**config.mk**
```make
export PLATFORM = sky130hd
export DESIGN_NAME = ps2_tx
export DESIGN_NICKNAME = d
export VERILOG_FILES = /design/src/rtl/ps2_pkg.sv /design/src/rtl/ps2_linefilt.sv /design/src/rtl/ps2_tx.sv
export SDC_FILE = /design/constraint.sdc
export NUM_CORES = 1
export LEC_CHECK = 0
export ABC_AREA = 0
export BUFFER_PORTS_ARGS = -buffer_cell sky130_fd_sc_hd__buf_2
export CORE_MARGIN = 5
export CORE_UTILIZATION = 30
export CTS_CLUSTER_DIAMETER = 40
export CTS_CLUSTER_SIZE = 40
export DETAILED_ROUTE_END_ITERATION = 8
export GPL_ROUTABILITY_DRIVEN = 0
export SLEW_MARGIN = 30
export SYNTH_ARGS = -nofsm -noshare
export SYNTH_HDL_FRONTEND = slang
export SYNTH_SLANG_ARGS = --single-unit
```
**constraint.sdc**
```tcl
create_clock -name wb_clk_i -period 4.6 [get_ports wb_clk_i]
set_input_delay 0.46 -clock wb_clk_i [delete_from_list [all_inputs] [get_ports wb_clk_i]]
set_output_delay 0.46 -clock wb_clk_i [all_outputs]
set_load 0.03 [all_outputs]
```
**src/rtl/ps2_pkg.sv**
```systemverilog
// rtl/ps2_pkg.sv - shared state encoding, CSR layout and timing helper for the PS/2 blocks
package ps2_pkg;

  typedef enum logic [2:0] {
    ST_IDLE     = 3'd0,
    ST_INHIBIT  = 3'd1,
    ST_RELEASE  = 3'd2,
    ST_SHIFT    = 3'd3,
    ST_ACK      = 3'd4,
    ST_WAITIDLE = 3'd5
  } ps2_state_e;

  // CSR bit positions
  localparam int unsigned CSR_ERR = 15;
  localparam int unsigned CSR_NAK = 14;
  localparam int unsigned CSR_OVR = 13;
  localparam int unsigned CSR_RDY = 7;
  localparam int unsigned CSR_IE  = 6;

  // Number of consecutive agreeing samples before a line level is accepted
  localparam int unsigned FILT_LEN = 8;

  // Microseconds to clock cycles at the given clock frequency
  function automatic int unsigned us2cyc(input int unsigned clkfreq, input int unsigned us);
    return (clkfreq / 32'd1000000) * us;
  endfunction

endpackage

```
**src/rtl/ps2_linefilt.sv**
```systemverilog
// rtl/ps2_linefilt.sv - PS/2 pin synchroniser and stable-level filter with falling-edge pulse
module ps2_linefilt
  import ps2_pkg::*;
(
  input  logic i_clk,
  input  logic i_rst_n,
  input  logic i_pin,
  output logic o_level,
  output logic o_fall
);

  localparam int unsigned CW = $clog2(FILT_LEN);

  logic          r_s1;
  logic          r_s2;
  logic [CW-1:0] r_cnt;
  logic          r_level;
  logic          r_fall;
  logic          w_diff;
  logic          w_take;

  assign w_diff  = r_s2 ^ r_level;
  assign w_take  = w_diff && (r_cnt == CW'(FILT_LEN - 1));
  assign o_level = r_level;
  assign o_fall  = r_fall;

  // Two-flop synchroniser; idle PS/2 lines sit high
  always_ff @(posedge i_clk or negedge i_rst_n) begin
    if (!i_rst_n) begin
      r_s1 <= 1'b1;
      r_s2 <= 1'b1;
    end else begin
      r_s1 <= i_pin;
      r_s2 <= r_s1;
    end
  end

  // Accept a new level only after FILT_LEN consecutive samples disagree with the current one
  always_ff @(posedge i_clk or negedge i_rst_n) begin
    if (!i_rst_n) begin
      r_cnt   <= '0;
      r_level <= 1'b1;
      r_fall  <= 1'b0;
    end else begin
      r_fall <= w_take && r_level;
      if (!w_diff) begin
        r_cnt <= '0;
      end else if (w_take) begin
        r_cnt   <= '0;
        r_level <= r_s2;
      end else begin
        r_cnt <= r_cnt + 1'b1;
      end
    end
  end

endmodule

```
**src/rtl/ps2_tx.sv**
```systemverilog
// rtl/ps2_tx.sv - Wishbone-attached PS/2 host-to-device transmitter with interrupt
module ps2_tx
  import ps2_pkg::*;
#(
  parameter int unsigned CLKFREQ      = 50000000,
  parameter int unsigned INHIBIT_US   = 100,
  parameter int unsigned START_TMO_US = 15000,
  parameter int unsigned FRAME_TMO_US = 2000
) (
  input  logic        wb_clk_i,
  input  logic        wb_rst_i,
  input  logic [15:0] wb_adr_i,
  input  logic [15:0] wb_dat_i,
  output logic [15:0] wb_dat_o,
  input  logic        wb_cyc_i,
  input  logic        wb_stb_i,
  input  logic        wb_we_i,
  input  logic [1:0]  wb_sel_i,
  output logic        wb_ack_o,
  output logic        irq,
  input  logic        iack,
  input  logic        ps2_clk_i,
  input  logic        ps2_data_i,
  output logic        ps2_clk_oe,
  output logic        ps2_data_oe,
  output logic        busy
);

  localparam int unsigned INH_CYC   = us2cyc(CLKFREQ, INHIBIT_US);
  localparam int unsigned START_CYC = us2cyc(CLKFREQ, START_TMO_US);
  localparam int unsigned FRAME_CYC = us2cyc(CLKFREQ, FRAME_TMO_US);
  localparam int unsigned INH_W     = $clog2(INH_CYC + 1);
  localparam int unsigned START_W   = $clog2(START_CYC + 1);
  localparam int unsigned FRAME_W   = $clog2(FRAME_CYC + 1);

  localparam logic [INH_W-1:0]   INH_LAST   = INH_W'(INH_CYC - 1);
  localparam logic [START_W-1:0] START_LAST = START_W'(START_CYC - 1);
  localparam logic [FRAME_W-1:0] FRAME_LAST = FRAME_W'(FRAME_CYC - 1);

  logic w_clk_lvl;
  logic w_clk_fall;
  logic w_data_lvl;
  logic w_data_fall;

  logic w_req;
  logic w_csr_wr;
  logic w_data_wr;
  logic w_accept;
  logic w_ie_rise;
  logic w_stmo;
  logic w_ftmo;
  logic [15:0] w_csr;
  logic w_unused;

  ps2_state_e         r_state;
  logic               r_clk_oe;
  logic               r_data_oe;
  logic               r_rdy;
  logic               r_err;
  logic               r_nak;
  logic               r_ovr;
  logic               r_ie;
  logic               r_taken;
  logic               r_ack;
  logic [15:0]        r_dat;
  logic [7:0]         r_shift;
  logic               r_par;
  logic [3:0]         r_bitn;
  logic [INH_W-1:0]   r_icnt;
  logic [START_W-1:0] r_stmr;
  logic [FRAME_W-1:0] r_ftmr;

  ps2_linefilt u_clk_filt (
    .i_clk   (wb_clk_i),
    .i_rst_n (wb_rst_i),
    .i_pin   (ps2_clk_i),
    .o_level (w_clk_lvl),
    .o_fall  (w_clk_fall)
  );

  ps2_linefilt u_data_filt (
    .i_clk   (wb_clk_i),
    .i_rst_n (wb_rst_i),
    .i_pin   (ps2_data_i),
    .o_level (w_data_lvl),
    .o_fall  (w_data_fall)
  );

  // A new request is one not already being acknowledged; RDY is used as registered
  assign w_req     = wb_stb_i & wb_cyc_i & ~r_ack;
  assign w_csr_wr  = w_req & wb_we_i & ~wb_adr_i[1];
  assign w_data_wr = w_req & wb_we_i & wb_adr_i[1];
  assign w_accept  = w_data_wr & wb_sel_i[0] & r_rdy;
  assign w_ie_rise = w_csr_wr & wb_sel_i[0] & wb_dat_i[6] & ~r_ie;
  assign w_stmo    = (r_stmr >= START_LAST);
  assign w_ftmo    = (r_ftmr >= FRAME_LAST);
  assign w_unused  = ^{wb_adr_i[15:2], wb_adr_i[0], wb_dat_i[15:8], wb_sel_i[1], w_data_fall};

  assign wb_ack_o    = r_ack;
  assign wb_dat_o    = r_dat;
  assign ps2_clk_oe  = r_clk_oe;
  assign ps2_data_oe = r_data_oe;
  assign busy        = (r_state != ST_IDLE);
  assign irq         = r_ie & r_rdy & ~r_taken;

  // CSR read image
  always_comb begin
    w_csr          = '0;
    w_csr[CSR_ERR] = r_err;
    w_csr[CSR_NAK] = r_nak;
    w_csr[CSR_OVR] = r_ovr;
    w_csr[CSR_RDY] = r_rdy;
    w_csr[CSR_IE]  = r_ie;
  end

  // Bus side: ack/read data, IE, overrun flag and interrupt-taken latch
  always_ff @(posedge wb_clk_i or negedge wb_rst_i) begin
    if (!wb_rst_i) begin
      r_ack   <= 1'b0;
      r_dat   <= '0;
      r_ie    <= 1'b0;
      r_ovr   <= 1'b0;
      r_taken <= 1'b0;
    end else begin
      r_ack <= w_req;
      r_dat <= '0;
      if (w_req && !wb_we_i && !wb_adr_i[1]) begin
        r_dat <= w_csr;
      end
      if (w_csr_wr) begin
        r_ovr <= 1'b0;
        if (wb_sel_i[0]) begin
          r_ie <= wb_dat_i[6];
        end
      end
      if (w_data_wr && !r_rdy) begin
        r_ovr <= 1'b1;
      end
      if (w_accept || w_ie_rise) begin
        r_taken <= 1'b0;
      end else if (iack) begin
        r_taken <= 1'b1;
      end
    end
  end

  // Frame sequencer: inhibit, start bit, shift on device falling edges, ack, recover
  always_ff @(posedge wb_clk_i or negedge wb_rst_i) begin
    if (!wb_rst_i) begin
      r_state   <= ST_IDLE;
      r_clk_oe  <= 1'b0;
      r_data_oe <= 1'b0;
      r_rdy     <= 1'b1;
      r_err     <= 1'b0;
      r_nak     <= 1'b0;
      r_shift   <= '0;
      r_par     <= 1'b0;
      r_bitn    <= '0;
      r_icnt    <= '0;
      r_stmr    <= '0;
      r_ftmr    <= '0;
    end else begin
      case (r_state)
        ST_IDLE: begin
          r_clk_oe  <= 1'b0;
          r_data_oe <= 1'b0;
          if (w_accept) begin
            r_shift <= wb_dat_i[7:0];
            r_par   <= ~^wb_dat_i[7:0];
            r_err   <= 1'b0;
            r_nak   <= 1'b0;
            r_rdy   <= 1'b0;
            r_icnt  <= '0;
            r_state <= ST_INHIBIT;
          end
        end
        ST_INHIBIT: begin
          r_clk_oe <= 1'b1;
          r_icnt   <= r_icnt + 1'b1;
          if (r_icnt == INH_LAST) begin
            r_data_oe <= 1'b1;
            r_state   <= ST_RELEASE;
          end
        end
        ST_RELEASE: begin
          r_clk_oe <= 1'b0;
          r_stmr   <= '0;
          r_bitn   <= '0;
          r_state  <= ST_SHIFT;
        end
        ST_SHIFT: begin
          r_stmr <= r_stmr + 1'b1;
          r_ftmr <= r_ftmr + 1'b1;
          if (w_clk_fall) begin
            r_bitn <= r_bitn + 1'b1;
            if (r_bitn == 4'd0) begin
              r_ftmr <= '0;
            end
            if (r_bitn < 4'd8) begin
              r_data_oe <= ~r_shift[r_bitn[2:0]];
            end else if (r_bitn == 4'd8) begin
              r_data_oe <= ~r_par;
            end else begin
              r_data_oe <= 1'b0;
              r_state   <= ST_ACK;
            end
          end else if ((r_bitn == 4'd0) ? w_stmo : w_ftmo) begin
            r_err     <= 1'b1;
            r_rdy     <= 1'b1;
            r_clk_oe  <= 1'b0;
            r_data_oe <= 1'b0;
            r_state   <= ST_IDLE;
          end
        end
        ST_ACK: begin
          r_ftmr <= r_ftmr + 1'b1;
          if (w_clk_fall) begin
            r_nak   <= w_data_lvl;
            r_state <= ST_WAITIDLE;
          end else if (w_ftmo) begin
            r_err     <= 1'b1;
            r_rdy     <= 1'b1;
            r_clk_oe  <= 1'b0;
            r_data_oe <= 1'b0;
            r_state   <= ST_IDLE;
          end
        end
        ST_WAITIDLE: begin
          if (w_clk_lvl && w_data_lvl) begin
            r_rdy   <= 1'b1;
            r_state <= ST_IDLE;
          end
        end
        default: begin
          r_clk_oe  <= 1'b0;
          r_data_oe <= 1'b0;
          r_rdy     <= 1'b1;
          r_state   <= ST_IDLE;
        end
      endcase
    end
  end

endmodule

```
# Word level (Yosys, flattened, before mapping)
# Index checks and enable logic that the tools add are counted.
op_classes:
  add_sub_neg: 6
  order_cmp: 4
  n_eq_ne: 22
  n_mux: 50
  bitwise_logic: 23
  n_reduce_logical: 36
ops:
  columns: ["operator", "count"]
  rows:
  - ["one-hot mux 20 bit (2 select lines)", 1]
  - ["2-to-1 mux 3 bit", 13]
  - ["2-to-1 mux 17 bit", 2]
  - ["one-hot mux 17 bit (2 select lines)", 1]
  - ["one-hot mux 13 bit (2 select lines)", 1]
  - ["2-to-1 mux 1 bit", 21]
  - ["adder 20 x 1 -> 20 bit (second input constant)", 1]
  - ["greater-or-equal comparator 20 bit (second input constant)", 1]
  - ["one-hot mux 3 bit (6 select lines)", 1]
  - ["adder 17 x 1 -> 17 bit (second input constant)", 1]
  - ["greater-or-equal comparator 17 bit (second input constant)", 1]
  - ["2-to-1 mux 16 bit", 1]
  - ["!= test 2 bit (second input constant)", 7]
  - ["AND reduction 7 bit", 2]
  - ["adder 13 x 1 -> 13 bit (second input constant)", 1]
  - ["== test 13 bit (second input constant)", 1]
  - ["2-to-1 mux 13 bit", 1]
  - ["bitwise AND 1 bit", 12]
  - ["== test 3 bit (second input constant)", 4]
  - ["AND reduction 2 bit", 6]
  - ["nonzero test 2 bit", 6]
  - ["AND reduction 5 bit", 2]
  - ["inverter 1 bit", 9]
  - ["one-hot mux 1 bit (4 select lines)", 2]
  - ["other kinds (27)", 43]
totals:
  register_bits: 104
  wordCells: 167

# Logic depth before layout (Yosys ltp)
# Gate-level depths: netlist of run 1.
depth:
  word_depth: 9
  ltp_mapped: 9
  mapped_depth_nobuf: 8

# Modules after synthesis
# A second synthesis of run 1 with hierarchy kept.
hier_totals:
  cells_unflattened: 491
  area_unflattened_um2: 4765.8
by_module_without_submodules:
  columns: ["module", "n_inst", "cells_per_inst", "area_each_um2", "seq_area_each_um2"]
  rows:
  - ["ps2_tx", 1, 461, 4250.3, 2003.2]
  - ["ps2_linefilt", 2, 15, 257.7, 178.9]

# Least setup slack after synthesis of run 1
# Ideal clock, no wire load.
synth_timing:
  kind: "register -> register"
  from: "reg r_ack, in the netlist wb_ack_o"
  to: "reg r_state[0]"
  t_arrival_ns: 2.012
  required_ns: 4.472
  setup_slack_ns: 2.460
  path_stages_with_launch: 7
  path_buffers: 0
  period_less_slack_ns: 2.140
  cell_sequence: "dfrtp_1 -> nand4b_1 -> nor2_1 -> o2bb2ai_1 -> nor4_1 -> a21boi_0 -> o22ai_1"
synth_via:
  elab_chain_len: 8
synth_lines:
  columns: ["element", "line", "text"]
  rows:
  - ["start: declaration", "ps2_tx.sv:64", "logic r_ack;"]
  - ["start signal: assignment", "ps2_tx.sv:125", "r_ack <= w_req;"]
  - ["inverter 1 bit", "ps2_tx.sv:90", "assign w_req = wb_stb_i & wb_cyc_i & ~r_ack;"]
  - ["bitwise AND 1 bit", "ps2_tx.sv:90", null]
  - ["bitwise AND 1 bit (2 in series)", "ps2_tx.sv:92", "assign w_data_wr = w_req & wb_we_i & wb_adr_i[1];"]
  - ["bitwise AND 1 bit (2 in series)", "ps2_tx.sv:93", "assign w_accept = w_data_wr & wb_sel_i[0] & r_rdy;"]
  - ["!= test 2 bit (no line)", null, null]
  - ["AND reduction 7 bit (no line)", null, null]
  - ["end signal: assignment", "ps2_tx.sv:150", "r_state <= ST_IDLE;"]
  - ["end signal: assignment", "ps2_tx.sv:174", "r_state <= ST_INHIBIT;"]
  - ["end signal: assignment", "ps2_tx.sv:182", "r_state <= ST_RELEASE;"]
  - ["end: declaration", "ps2_tx.sv:55", "ps2_state_e r_state;"]
# Every way passes these cells.
# A chain may end at the register's enable or synchronous reset.

# Worst setup path after layout of run 1
layout_timing:
  from: "reg r_state[0]"
  to: "reg r_state[0]"
layout_via:
  elab_chain_len: 3
  word_cells_on_any_way: 15
  classes_between: "eq/ne: 12; mux: 1; reduce/logical: 2"
layout_lines:
  columns: ["element", "line", "text"]
  rows:
  - ["== test 3 x 2 -> 1 bit, or another cell as far along", "ps2_tx.sv:163", "case (r_state)"]
  - ["!= test 3 x 2 -> 1 bit (no line), or another cell as far along", null, null]
  - ["AND reduction 7 bit (no line)", null, null]
# Several ways; a longest one is shown, not always the timed one.

==> results of run 1 <==
==> kinds of logic after synthesis <==
family / count (synthesis) / share of synthesized area
AND/OR/NAND/NOR: 221 / 0.223
AO/OA/AOI/OAI: 95 / 0.135
multiplexers: 9 / 0.0254
XOR/XNOR: 33 / 0.0605
adder cells (fa/ha/maj): 9 / 0.0236
other: 1 / 0.000785
flip-flops: 93 / 0.489
buffers and inverters: 40 / 0.0429
==> routing by layer <==
metal / up-vias / wire length [um] / GRT usage
li1: 1786 / - / -
met1: 1764 / 4740 / 0.157
met2: 63 / 4860 / 0.187
met3: 8 / 402 / 0.0244
met4: 0 / 105 / 0.0437
met5: - / 0 / 0
==> cell usage after synthesis (4+ instances only) <==
cell type | instances | area (um2)
dfrtp_1 | 86 | 2150
nand2_1 | 78 | 293
nor2_1 | 52 | 195
o21ai_0 | 37 | 185
nand3_1 | 23 | 115
xnor2_1 | 17 | 149
xor2_1 | 16 | 140
a21oi_1 | 14 | 70.1
inv_1 | 13 | 48.8
buf_4 | 12 | 90.1
clkbuf_1 | 12 | 45.0
nor3_1 | 11 | 55.1
ha_1 | 9 | 113
and2_1 | 8 | 50.1
dfstp_2 | 7 | 184
nand4_1 | 7 | 43.8
o31ai_1 | 7 | 52.6
nand2b_1 | 5 | 31.3
o211ai_1 | 5 | 37.5
a22o_1 | 4 | 35.0
a31oi_1 | 4 | 25.0
and3_1 | 4 | 25.0
nor2b_1 | 4 | 25.0
nor3b_1 | 4 | 30.0
==> power groups by stage <==
stage / Combinational (mW) / Sequential (mW) / Clock, mW
floorplan: 0.542 / 1.13 / 0
global placement: 0.634 / 1.19 / 0
detailed placement: 0.657 / 1.20 / 0
CTS: 0.659 / 1.19 / 0.760
global route: 0.749 / 1.22 / 0.792
finish: 0.654 / 1.18 / 0.734
==> flip-flops by register name, indices dropped and copies added (netlist names), 3 cells and up <==
signal	flops
r_stmr	20
r_ftmr	17
r_icnt	13
r_shift	8
wb_dat_o	5
r_bitn	4
r_state	3
u_clk_filt.r_cnt	3
u_data_filt.r_cnt	3
==> worst max-delay path, cell delays in order (launching register included) <==
cell and delay [ns]:
dfrtp_1 0.78, inv_1 0.31, nand3_1 0.27, o2bb2ai_1 0.16, nor4_1 0.62, a21boi_0 0.34, o22ai_1 0.12
==> cell usage in the layout, fill, tap and decap left out, drive strengths merged, types with 3 or more instances in the layout <==
cell type and count:
nor2b 4, nand4 7, inv 14, or2 3
a21oi 15, nand3 23, o21ai 37, nand2b 5
xor2 16, or4 3, buf 30, a31oi 4
nor4 3, nand2 79, nor2 53, mux2 5
dfstp 7, o211ai 5, a22o 4, ha 9
clkbuf 10, o22ai 3, and2 8, dfrtp 86
clkinv 4, nor3 11, or3 4, and3 4
nor3b 5, o31ai 7, conb 11, xnor2 17
==> area by class of cell <==
class	instances	area, um2
well taps	216	270
clock inverters	6	62.6
flip-flops and latches	93	2340
inverters	13	48.8
fillers	1647	10400
repair buffers	30	160
multi-input cells	378	2270
clock buffers	10	229
==> final timing paths <==
path,to,depth (start not counted)
worst max-delay path,r_state[0]$_DFFE_PN0P_,6
worst min-delay path,r_ftmr[5]$_DFFE_PN0P_,1
worst max register to register,r_state[0]$_DFFE_PN0P_,6
worst min register to register,u_data_filt.r_s2$_DFF_PN1_,0
max in group asynchronous,r_stmr[6]$_DFFE_PN0P_,2
min in group wb_clk_i,u_data_filt.r_s1$_DFF_PN1_,1
==> metrics.csv, run 1 <==
metric,value,unit
dieArea,18600,um2
finalNetCount,576,
clock_skew,0.00794,ns
yosys_warnings,0,
whs,0.153,ns
intPower,1.67,mW
num_rows,46,
tightest_slew,0.911,ns
routed_wl,10.1,mm
worst-endpoint-arrival,2.94,ns
netlist_area,4780,um2
portBuffers,27,
cts_hold_buf,0,
dp_cells,730,
max_freq,368,MHz
drtAntennaViolNets,0,
placed_area,5090,um2
instances_no_fill,746,
cts_root_buffer,clkbuf_16,
grtUsageTotal,0.117,
fp.coreArea,15800,um2
cts-buffers-inserted,9,
dpl.hpwl,7.09,mm
first_global_vias,3663,
slew_headroom,0.390,
ys_ff_latch,93,
syn_avg_cell_area,9.54,um2
post_drt_wl_per_cell,13.6,um
drtPass1Iterations,4,
grt_pass1_wl,17.7,mm
setup_violations,0,
start_util,0.303,
cp-end-kind,flip-flop,
fin_util,0.341,
antenna_found_initial,0,
vdd_ir_drop_max,0.260,mV
synthFlopType,dfrtp_1,
startpoint,r_state[0]$_DFFE_PN0P_,
leakage,2.34,nW
criticalPathCategory,flip-flop to flip-flop,
hold_violations,0,
vias,3621,
die_x,136,um
synth_edf_count,0,
ctsResizeCount,0,
yosys.cell_types.count,67,
period_share,0.592,
clock_latency,0.34,ns
post-cts-setup-buffers,0,
clkPwrFrac,0.285,
htreeDepth,3,
hp-class,input port to async pin,
diodes,0,
post-route-min-period,2.72,ns
power,2.57,mW
overflow,0,
power_switching_share,0.350,
die_y,136,um
cts.clk_slew.worst_paths,0.06,ns
p_switching,900,uW
slew_viol_final,0,
syn_to_final_growth,12.6,%
vias_per_cell,4.85,
syn_inst,501,
power_density,478,nW/um2
max-clock-path-buffers,2,
required,4.81,ns
fin_area,5380,um2
cap_violations,0,
async_flop_share,1.00,
drc,0,
r2r-start,r_state[0]$_DFFE_PN0P_,
outcome,"complete, no violations",
drive_gt1_frac,0.128,
r2r_slack,1.88,ns
p_comb_frac,0.254,
grt_max_degree,56,
share_seq_of_total_power,0.460,
tritoncts,built,
drtIter0Drc,238,
io_pins,63,
start_kind,flip-flop,
clkSinkCount,93,
rsz0062_at_grt,false,
tns,0,ns
ys_seq_area_frac,0.489,
place_ws,1.91,ns
path_max_fanout,19,
timing.final.ws_setup,1.88,ns
(Power assumes the default switching activity.)
==> inputs of run 2 (changes only) <==
- clock period: 4.6 -> 2.3 ns (I/O delays scaled with it)
==> run 2 against run 1 <==
The run now ends with negative setup slack left. Hold slack lost 0.051 ns. Register-to-register slack lost 1.9 ns. Total power grew 110%. Clock skew grew 0.0016 ns. Critical endpoint is now ps2_data_oe$_DFFE_PN0P_.
==> metrics.csv, run 2 (same netlist as run 1, synthesis figures left out) <==
metric,value,unit
largest_register_ff_count,20,
hp-class,input port to flip-flop,
cap_violations,0,
max-clock-path-buffers,2,
drc,0,
start_util,0.303,
drtIter0Drc,220,
clkPwrFrac,0.278,
cts_root_buffer,clkbuf_16,
clkSinkCount,93,
cp_top_family,compound AO/OA/AOI/OAI gates,
slew_viol_final,0,
vias,3763,
finalNetCount,602,
dpl.hpwl,7.49,mm
whs,0.102,ns
cts.clk_slew.worst_paths,0.07,ns
start_kind,flip-flop,
fp.coreArea,15800,um2
first_global_vias,3695,
num_rows,46,
slowest_stage,o311a_1,
cp_num_buf_inv,0,
post-route-min-period,2.30,ns
clock_skew,0.00951,ns
cp-end-kind,flip-flop,
violations,negative setup slack,
drive_gt1_frac,0.171,
place_ws,0.0715,ns
share_seq_of_total_power,0.435,
path_max_fanout,4,
antenna_found_initial,0,
clock_latency,0.34,ns
die_y,136,um
io_pins,63,
grtUsageTotal,0.119,
criticalPathCategory,flip-flop to flip-flop,
diodes,0,
layout_common_cells,"86 x dfrtp_1, 78 x nand2_1, 52 x nor2_1, 37 x o21ai_0",
power_density,956,nW/um2
htreeDepth,3,
post_drt_wl_per_cell,13.4,um
drtAntennaViolNets,0,
worst-endpoint-arrival,2.53,ns
required,2.53,ns
tritoncts,built,
die_x,136,um
tightest_slew,0.741,ns
cts-buffers-inserted,9,
fin_util,0.357,
max_freq,434,MHz
drtPass1Iterations,4,
rsz0062_at_grt,true,
power_switching_share,0.348,
portBuffers,27,
routed_wl,10.3,mm
leakage,2.47,nW
overflow,0,
grt_pass1_wl,17.8,mm
reg_top3,"r_stmr (20), r_ftmr (17), r_icnt (13)",
grt_max_degree,51,
syn_to_final_growth,17.7,%
timing.final.ws_setup,-0.00302,ns
intPower,3.51,mW
hold_violations,0,
vdd_ir_drop_max,0.560,mV
vias_per_cell,4.87,
cpPeakStageDelay,0.45,ns
final_common_cell,dfrtp_1,
regMostFlops,r_stmr,
p_switching,1.87,mW
path_cells,ha_2 > a21oi_1 > o311ai_4 > a21oi_4 > o311a_1 > a211oi_2 > mux2_1,
p_comb_frac,0.286,
outcome,finished with violations,
slew_headroom,0.501,
setup_violations,1,
dieArea,18600,um2
period_share,1.00,
-- run 2: through the flow --
stage / cells / power [mW] / area (um2) / setup TNS (ns)
6_report: 772 / 5.38 / 5620 / -0.00302
5_1_grt: 772 / 5.75 / 5620 / -0.593
4_1_cts: 769 / 5.38 / 5580 / 0
3_5_place_dp: 750 / 3.86 / 5250 / 0
3_3_place_gp: 750 / 3.79 / 5250 / 0
2_1_floorplan: 511 / 3.35 / 4820 / 0
-- run 2: path summary, 6_finish.rpt --
kind                                                  from                         end  slack, ns  cells after the start
worst max-delay path                 r_ftmr[1]$_DFFE_PN0P_     ps2_data_oe$_DFFE_PN0P_     -0.003                      7
worst min-delay path                           wb_dat_i[1]      r_shift[1]$_DFFE_PN0P_       0.10                      3
worst max register to register       r_ftmr[1]$_DFFE_PN0P_     ps2_data_oe$_DFFE_PN0P_     -0.003                      7
worst min register to register  u_data_filt.r_s1$_DFF_PN1_  u_data_filt.r_s2$_DFF_PN1_       0.35                      0
max in group asynchronous                         wb_rst_i       r_bitn[0]$_DFFE_PN0P_       1.19                      3
min in group asynchronous                         wb_rst_i       r_ftmr[3]$_DFFE_PN0P_       0.44                      2
-- run 2: cell type report --
type	instances	area, um2
clock buffers	9	225
clock inverters	7	73.8
fillers	1620	10100
inverters	13	48.8
multi-input cells	378	2290
flip-flops and latches	93	2340
well taps	216	270
repair buffers	56	375
-- run 2: timing repair --
item	4_1_cts	5_1_grt
hold endpoints to repair	38	0
setup buffers	0	3
gates resized for setup	0	4
hold buffers	3	0
endpoints found under the setup margin	0	8
-- run 2: worst register-to-register path, cell delays in order, from the launching register on --
cell and delay [ns]:
dfrtp_1 0.40, ha_2 0.21, a21oi_1 0.07, o311ai_4 0.36
a21oi_4 0.11, o311a_1 0.45, a211oi_2 0.26, mux2_1 0.34
-- run 2: power by group through the flow --
stage | sequential, mW | combinational, mW | clock [mW]
after global routing | 2.39 | 1.75 | 1.62
final | 2.34 | 1.54 | 1.50
after global placement | 2.34 | 1.45 | 0
after floorplan | 2.27 | 1.08 | 0
after detailed placement | 2.36 | 1.50 | 0
after CTS | 2.33 | 1.51 | 1.54
-- run 2: metal layers --
metal / GRT usage / up-vias / routed length, um
li1: - / 1841 / -
met1: 0.156 / 1833 / 4860
met2: 0.192 / 71 / 4980
met3: 0.0229 / 18 / 299
met4: 0.0482 / 0 / 191
met5: 0 / - / 0
==> inputs of run 3 (changes only) <==
- CORE_UTILIZATION: 30 -> 52
- PLACE_DENSITY: not set -> 0.76
==> run 3 against run 2 <==
The flow now finishes without violations. Worst setup slack better by 0.10 ns. Final cell count is 14% lower. Largest power group unchanged. Fmax up 4.6%. Core utilization rose by 23 points. Register-to-register slack improved by 0.10 ns.
==> metrics.csv, run 3 (same netlist as run 1, synthesis figures left out) <==
metric,value,unit
power,4.91,mW
tightest_slew,0.633,ns
cts-buffers-inserted,9,
antenna_found_initial,0,
timing.final.ws_setup,0.0992,ns
max_freq,454,MHz
cp_num_buf_inv,0,
power_density,915,nW/um2
vias_per_cell,5.59,
tritoncts,built,
cts.clk_slew.worst_paths,0.10,ns
grt_max_degree,50,
drc,0,
routed_wl,9.45,mm
overflow,0,
required,2.60,ns
clkSinkCount,93,
largest_register_ff_count,20,
finalNetCount,598,
cpPeakStageDelay,0.38,ns
grt_pass1_wl,16.8,mm
r2r-start,r_ftmr[1]$_DFFE_PN0P_,
first_global_vias,3727,
clock_skew,0.0140,ns
vias,3707,
outcome,"complete, no violations",
crit_cells,7,
start_util,0.525,
drtAntennaViolNets,0,
cap_violations,0,
post_drt_wl_per_cell,14.2,um
fin_util,0.589,
post-route-min-period,2.20,ns
dpl.hpwl,7.01,mm
r2r_end,r_rdy$_DFFE_PN1P_,
use_met3,0.0386,
place_ws,0.0415,ns
drtPass1Iterations,4,
die_y,106,um
regMostFlops,r_stmr,
vdd_ir_drop_max,0.721,mV
cp_top_family,compound AO/OA/AOI/OAI gates,
diodes,0,
setup_violations,0,
grt_use_met1,0.237,
min_path_cells,3,
drive_gt1_frac,0.168,
syn_to_final_growth,12.3,%
cts_root_buffer,clkbuf_8,
busiest_layer,met2,
die_x,106,um
grtUsageTotal,0.183,
portBuffers,27,
drtIter0Drc,227,
dieArea,11200,um2
endpoint,r_rdy$_DFFE_PN1P_,
tns,0,ns
startpoint,r_ftmr[1]$_DFFE_PN0P_,
reg_top3,"r_stmr (20), r_ftmr (17), r_icnt (13)",
r2r_slack,0.1,ns
cp-end-kind,flip-flop,
hold_violations,0,
min_from,wb_dat_i[5],
fillers,772,
start_kind,flip-flop,
hp-class,input port to flip-flop,
clock_latency,0.36,ns
htreeDepth,3,
slowest_stage,dfrtp_1,
met2_usage,0.309,
layout_common_cells,"83 x dfrtp_1, 78 x nand2_1, 52 x nor2_1, 37 x o21ai_0, 26 x buf_2",
path_max_fanout,4,
leakage,2.41,nW
num_rows,35,
path_cells,ha_1 > a21oi_1 > o311ai_4 > a21oi_2 > or3_4 > a2111oi_4 > mux2_1,
whs,0.0940,ns
slew_headroom,0.578,
slew_viol_final,0,
fp.coreArea,9110,um2
rsz0062_at_grt,true,
r2r_cells,7,
io_pins,63,
max-clock-path-buffers,2,
criticalPathCategory,flip-flop to flip-flop,
worst-endpoint-arrival,2.50,ns
final_common_cell,dfrtp_1,
period_share,0.957,
-- run 3: metrics by stage --
stage | cells | cell area, um2
after floorplan | 511 | 4820
after global placement | 643 | 5110
after detailed placement | 643 | 5110
after CTS | 662 | 5340
after global routing | 663 | 5370
final | 663 | 5370
-- run 3: layout make-up --
class / instances / area (um2) / area share
inverters: 13 / 48.8 / 0.00910
clock inverters: 6 / 62.6 / 0.0117
multi-input cells: 378 / 2290 / 0.427
flip-flops and latches: 93 / 2340 / 0.436
well taps: 111 / 139 / 0.0259
clock buffers: 10 / 138 / 0.0257
repair buffers: 52 / 345 / 0.0644
-- run 3: routing by layer --
metal,wire length (um),share of wire
met1,4270,0.45
met2,4710,0.50
met3,339,0.036
met4,124,0.013
met5,0,0
-- run 3: power breakdown --
group / switching (mW) / leakage (nW) / total, mW / internal [mW]
sequential: 0.343 / 1.20 / 2.34 / 2.00
clock: 0.571 / 0.106 / 1.10 / 0.530
combinational: 0.849 / 1.10 / 1.47 / 0.623
total: 1.76 / 2.41 / 4.91 / 3.15
-- run 3: worst min-delay path by stage --
stage | to | slack, ns
final | r_shift[5]$_DFFE_PN0P_ | 0.09
after global routing | r_shift[5]$_DFFE_PN0P_ | 0.08
after global placement | r_ftmr[6]$_DFFE_PN0P_ | 0.29
after floorplan | ps2_clk_oe$_DFFE_PN0P_ | -0.07
after detailed placement | r_ftmr[4]$_DFFE_PN0P_ | 0.30
after CTS | r_shift[5]$_DFFE_PN0P_ | 0.08
-- run 3: tightest hold or removal path, stage by stage --
cell	delay, ns
buf_2	0.10
nand2_1	0.05
nand2_1	0.05
-- run 3: what timing repair did --
| item | 4_1_cts | 5_1_grt |
|---|---|---|
| endpoints found under the setup margin | 0 | 7 |
| hold buffers | 3 | 0 |
| buffers inserted | 0 | 1 |
| gates resized for setup | 0 | 5 |
| hold endpoints to repair | 48 | 0 |
